[config.mk]
export PLATFORM = sky130hd
export DESIGN_NAME = rf_wb_arbiter
export DESIGN_NICKNAME = d
export VERILOG_FILES = /design/src/rtl/regfile_pkg.sv /design/src/rtl/rf_wb_arbiter_rr_pick.sv /design/src/rtl/rf_wb_arbiter.sv
export SDC_FILE = /design/constraint.sdc
export NUM_CORES = 1
export LEC_CHECK = 0
export ABC_AREA = 1
export CAP_MARGIN = 40
export CELL_PAD_IN_SITES_DETAIL_PLACEMENT = 1
export CELL_PAD_IN_SITES_GLOBAL_PLACEMENT = 1
export CORE_UTILIZATION = 25
export CTS_CLUSTER_SIZE = 40
export DETAILED_ROUTE_END_ITERATION = 12
export PLACE_DENSITY = 0.92
export SLEW_MARGIN = 20
export SYNTH_ARGS = -nofsm -noshare
export SYNTH_HDL_FRONTEND = slang
export SYNTH_SLANG_ARGS = --single-unit
export TNS_END_PERCENT = 100
[constraint.sdc]
create_clock -name clk -period 4.6 [get_ports clk]
set_clock_uncertainty 0.2 [all_clocks]
set_input_delay 0.92 -clock clk [delete_from_list [all_inputs] [get_ports clk]]
set_output_delay 0.92 -clock clk [all_outputs]
set_load 0.01 [all_outputs]
[src/rtl/regfile_pkg.sv]
// Shared register-file types and sizing helpers, used by the regfile and its
// writeback arbiter.
package regfile_pkg;

    // Address width for a given depth; never narrower than one bit.
    function automatic int aw_of(input int n);
        return (n > 1) ? $clog2(n) : 1;
    endfunction

    localparam int RF_WIDTH = 64;
    localparam int RF_NREGS = 32;
    localparam int RF_AW    = aw_of(RF_NREGS);

    typedef struct packed {
        logic [RF_AW-1:0]    addr;
        logic [RF_WIDTH-1:0] data;
    } wb_req_t;

    typedef struct packed {
        logic                we;
        logic [RF_AW-1:0]    addr;
        logic [RF_WIDTH-1:0] data;
    } rf_wport_t;

endpackage

[src/rtl/rf_wb_arbiter_rr_pick.sv]
// Circular priority scan: one-hot grant of the first eligible requester at or
// after ptr, wrapping from N-1 back to 0.
module rr_pick
    import regfile_pkg::*;
#(
    parameter  int N  = 3,
    localparam int PW = aw_of(N)
) (
    input  logic [N-1:0]  elig,
    input  logic [PW-1:0] ptr,
    output logic [N-1:0]  grant
);

    logic [PW-1:0] cur_s;
    logic          found_s;

    // Walk N positions from ptr; compare-and-wrap keeps non-power-of-two N legal.
    always_comb begin
        grant   = '0;
        found_s = 1'b0;
        cur_s   = ptr;
        for (int j = 0; j < N; j++) begin
            for (int i = 0; i < N; i++) begin
                if (!found_s && elig[i] && (cur_s == PW'(i))) begin
                    grant[i] = 1'b1;
                    found_s  = 1'b1;
                end else begin
                    found_s  = found_s;
                end
            end
            if (cur_s == PW'(N - 1)) begin
                cur_s = '0;
            end else begin
                cur_s = cur_s + PW'(1);
            end
        end
    end

endmodule

[src/rtl/rf_wb_arbiter.sv]
// Writeback arbiter: shares NWRITE regfile write ports among NREQ requesters
// round-robin, never issuing two enabled ports to the same destination.
module rf_wb_arbiter
    import regfile_pkg::*;
#(
    parameter  int WIDTH    = 64,
    parameter  int NREGS    = 32,
    parameter  int NWRITE   = 1,
    parameter  int NREQ     = 3,
    parameter  int ZERO_REG = 1,
    localparam int AW       = aw_of(NREGS),
    localparam int PW       = aw_of(NREQ)
) (
    input  logic                         clk,
    input  logic                         rstn,
    input  logic [NREQ-1:0]              req_valid,
    input  logic [NREQ-1:0][AW-1:0]      req_addr,
    input  logic [NREQ-1:0][WIDTH-1:0]   req_data,
    output logic [NREQ-1:0]              req_ready,
    output logic [NWRITE-1:0]            rf_we,
    output logic [NWRITE-1:0][AW-1:0]    rf_waddr,
    output logic [NWRITE-1:0][WIDTH-1:0] rf_wdata
);

    function automatic logic [AW-1:0] sel_addr(input logic [NREQ-1:0] oh,
                                               input logic [NREQ-1:0][AW-1:0] a);
        logic [AW-1:0] r;
        r = '0;
        for (int i = 0; i < NREQ; i++) r = r | (a[i] & {AW{oh[i]}});
        return r;
    endfunction

    function automatic logic [WIDTH-1:0] sel_data(input logic [NREQ-1:0] oh,
                                                  input logic [NREQ-1:0][WIDTH-1:0] d);
        logic [WIDTH-1:0] r;
        r = '0;
        for (int i = 0; i < NREQ; i++) r = r | (d[i] & {WIDTH{oh[i]}});
        return r;
    endfunction

    // Requesters whose destination collides with a port already granted.
    function automatic logic [NREQ-1:0] addr_match(input logic              hit,
                                                   input logic [AW-1:0]    pa,
                                                   input logic [NREQ-1:0][AW-1:0] a);
        logic [NREQ-1:0] m;
        m = '0;
        for (int i = 0; i < NREQ; i++) m[i] = hit && (a[i] == pa);
        return m;
    endfunction

    logic [NREQ-1:0]  zero_s;
    logic [NREQ-1:0]  cand_s;
    logic [NREQ-1:0]  used_s  [NWRITE+1];
    logic [NREQ-1:0]  block_s [NWRITE+1];
    logic [NREQ-1:0]  elig_s  [NWRITE];
    logic [NREQ-1:0]  pick_s  [NWRITE];
    logic [AW-1:0]    paddr_s [NWRITE];
    logic [WIDTH-1:0] pdata_s [NWRITE];
    logic [PW-1:0]    rr_ptr_r;
    logic [PW-1:0]    rr_ptr_nxt_s;

    // Zero-destination requests are absorbed and never reach the port scan.
    always_comb begin
        zero_s = '0;
        for (int i = 0; i < NREQ; i++) begin
            zero_s[i] = (ZERO_REG != 0) && (req_addr[i] == '0);
        end
        cand_s = req_valid & ~zero_s & {NREQ{rstn}};
    end

    assign used_s[0]  = '0;
    assign block_s[0] = '0;

    for (genvar k = 0; k < NWRITE; k++) begin : g_port
        assign elig_s[k] = cand_s & ~used_s[k] & ~block_s[k];

        rr_pick #(.N(NREQ)) u_pick (
            .elig  (elig_s[k]),
            .ptr   (rr_ptr_r),
            .grant (pick_s[k])
        );

        assign paddr_s[k]   = sel_addr(pick_s[k], req_addr);
        assign pdata_s[k]   = sel_data(pick_s[k], req_data);
        assign used_s[k+1]  = used_s[k] | pick_s[k];
        assign block_s[k+1] = block_s[k] | addr_match(|pick_s[k], paddr_s[k], req_addr);
    end

    assign req_ready = used_s[NWRITE] | (req_valid & zero_s & {NREQ{rstn}});

    // Pointer moves just past the last requester granted this cycle.
    always_comb begin
        rr_ptr_nxt_s = rr_ptr_r;
        for (int k = 0; k < NWRITE; k++) begin
            for (int i = 0; i < NREQ; i++) begin
                if (pick_s[k][i]) begin
                    rr_ptr_nxt_s = (i == NREQ - 1) ? '0 : PW'(i + 1);
                end else begin
                    rr_ptr_nxt_s = rr_ptr_nxt_s;
                end
            end
        end
    end

    // Round-robin pointer and registered write-port stage.
    always_ff @(posedge clk) begin
        if (!rstn) begin
            rr_ptr_r <= '0;
            rf_we    <= '0;
            rf_waddr <= '0;
            rf_wdata <= '0;
        end else begin
            rr_ptr_r <= rr_ptr_nxt_s;
            for (int k = 0; k < NWRITE; k++) begin
                rf_we[k] <= |pick_s[k];
                if (|pick_s[k]) begin
                    rf_waddr[k] <= paddr_s[k];
                    rf_wdata[k] <= pdata_s[k];
                end
            end
        end
    end

endmodule

==> flow_summary.ini, run 1 <==
[run_status]
outcome = finished clean

[clocking]
cts_buffers = 9
hold_buffers = 0
cts_tree = done
htree_levels = 3
cts_setup_buffers = 0
cts.sinks = 72
clock_latency_ns = 0.33
root_buffer = clkbuf_16
cts_resized = 0
clockBufferDepth = 2
cts.reportedPaths.clkPinSlew_ns = 0.05

[synth]
synth_top_cell_area_share_pct = 31.5
yosysSeqAreaShare_pct = 31.5
synthAdderAreaFrac_pct = 0
synth-simple-area-share_pct = 49.6
avgSynthCellArea_um2 = 5.29
synth_area_leaders = dfxtp_1 32%, nand2_1 29%, nor2_1 18%
ys_types = 22
yosysTopAreaCell = dfxtp_1
yosys_warnings = 0
synth_seq_cells = 72
synth_compound_area_share_pct = 1.48
synth_area_mm2 = 0.00457
synth_mux_area_share_pct = 0
syn_nets = 1075
synth_xor_area_share_pct = 0
synth_top_family_by_area = simple AND/OR/NAND/NOR gates
syn_inst = 863

[global_route]
grt_pass1_vias = 5842
track_usage_pct = 18.7
grt_max_degree = 72
grt_pass1_wl_um = 27100
antenna_found_initial = 0
overflow = 0

[hold_path]
hold_class = reg2reg
min-delay-start = rf_wdata[36]

[critical_path]
worstSetupEndpointType = output port
cp_data_required_time_ns = 3.48
cp_cell_sequence = clkdlybuf4s50_1 > nor2_1 > nand3_1 > nand3_1 > nand3_1 > nor3_1 > nand4_1 > nand2_2 > inv_1 > o21ai_0 > clkdlybuf4s50_1
critical_path_class = in2out
cp_slowest_stage_delay_ns = 0.57
setup.worst_path.start_class = primary input
crit_path_max_fanout = 3
reg2reg_slack_ns = 1.70
cpLargestDelayFamily = simple AND/OR/NAND/NOR gates
worstSetupStartpoint = req_addr[10]
worstReg2RegStart = rr_ptr_r[1]
critPathArrivalTime_ns = 3.21
cpMostUsedCell = nand3_1
cp_num_buf_inv = 3
critPathSlowestCell = clkdlybuf4s50_1

[cells_and_area]
register_area_mm2 = 0.00144
final_nets = 1340
multi_input_area_mm2 = 0.00234
final_cell_mix = 354 x nand2_1, 284 x clkdlybuf4s50_1, 220 x nor2_1, 149 x inv_1, 72 x dfxtp_1
layout_commonest_cell = nand2_1
diodes = 0
drive_above_1_share_pct = 2.65
fillers = 2440
syn2layout_area_growth_pct = 71.8

[sta]
fmax_mhz = 231
drv_slew = 0
worst_pin_slew_ns = 0.813
hold_viol = 0
finalCriticalPeriod_ns = 4.33
finalSetupViolCount = 0
relSlewSlack_pct = 45.8
rsz0062_at_grt = no
post-route-period-util_pct = 94.1
fin_setup_tns_ns = 0

[die]
core_area_mm2 = 0.0180
dieWidth_um = 137
die-area_mm2 = 0.0188
ios = 285
die_y_um = 137
start_util_pct = 25.4
rows = 49

[detailed_routing]
route.vias.total = 5830
wire_per_inst_um = 13.0
ant_nets = 0
drt_wl_total_um = 17700
first_iter_violations = 129
avgViaCountPerCell = 4.28
drc_errors = 0
drt-pass1-iter-count = 4

[placement]
dp.final_hpwl_um = 13800
gp_congestion = 0.848
port_buffers = 284

[pwr]
pwr_density_cell_mw_per_mm2 = 296
p_total_mw = 2.33
irDropWorstVdd_uv = 188
cellLeakagePower_nw = 3.71

[flow_run]
drv_cap = 0
[per-layer routing]
metal | GRT usage (%) | vias to the layer above | part of all wire (%) | wire, um
met5 | 0 | - | 0 | 0
met3 | 5.89 | 36 | 8.8 | 1560
li1 | - | 2970 | - | -
met2 | 36.1 | 198 | 51 | 9000
met1 | 17.8 | 2626 | 37 | 6580
met4 | 9.04 | 0 | 3.3 | 584
[cells in the mapped netlist]
master and number:
inv_2 3, a31oi_2 1, nor3_1 1, buf_2 21, nand3_1 7, o21ai_2 1
clkbuf_1 7, a21oi_1 1, nand3b_1 1, inv_1 149, clkinv_1 4, o211ai_1 2
o21ai_0 4, a31oi_1 1, nand2_2 1, nand2_1 355, nand4_1 2, nor2_4 2
dfxtp_1 72, nand3_4 1, buf_6 7, nor2_1 220
[power breakdown]
group | switching [mW] | total [mW] | internal, mW
Clock | 0.257 | 0.705 | 0.448
Combinational | 0.432 | 0.873 | 0.441
Sequential | 0.0415 | 0.748 | 0.706
Total | 0.730 | 2.33 | 1.60
[worst reg2reg max path: cells and delay by family, from the launching register on]
family        cells  cell delay [ns]
buf+inv           3             0.97
flops             1             0.45
simple gates     10             1.15
[sequential cells by signal, indices dropped and copies added, names as in the netlist]
signal,count
rf_we,1
rr_ptr_r,2
rf_waddr,5
rf_wdata,64
[layout make-up]
class / count / area share [%]
inverter: 156 / 7.46
clock buffer: 13 / 3.32
sequential: 72 / 18.4
tap: 229 / 3.65
timing repair buffer: 289 / 36.9
multi-input combinational: 600 / 29.8
clock inverter: 3 / 0.510
[cell families (layout without fill, tap and decap cells)]
family	Yosys count	count (layout)
and+or+nand+nor	590	590
AOI/OAI and AO/OA	10	10
buffers and inverters	191	461
DFF	72	72
[metrics by stage]
stage	util, %	cell area, um2	worst slack, ns	hold slack, ns	std cells
after floorplan	-	4570	1.30	0.322	863
after global placement	42.0	7550	0.373	0.325	1346
after detailed placement	42.0	7550	0.310	0.339	1346
after CTS	43.7	7850	0.292	0.351	1362
after global routing	43.7	7850	0.100	0.388	1362
final	43.7	7850	0.270	0.343	1362
[path summary, 6_finish.rpt]
| path | end | depth (start not counted) |
|---|---|---|
| max | req_ready[2] | 11 |
| min | rf_wdata[36] | 4 |
| max reg2reg | rf_wdata[18] | 13 |
| min reg2reg | rf_wdata[36] | 4 |
No activity file was read; power rests on OpenSTA's default activity.
==> run 2: changes to the inputs <==
CTS_CLUSTER_DIAMETER = 120   (was default)
==> results of run 2 <==
Final layout, timing and power as in run 1 (identical DEF).
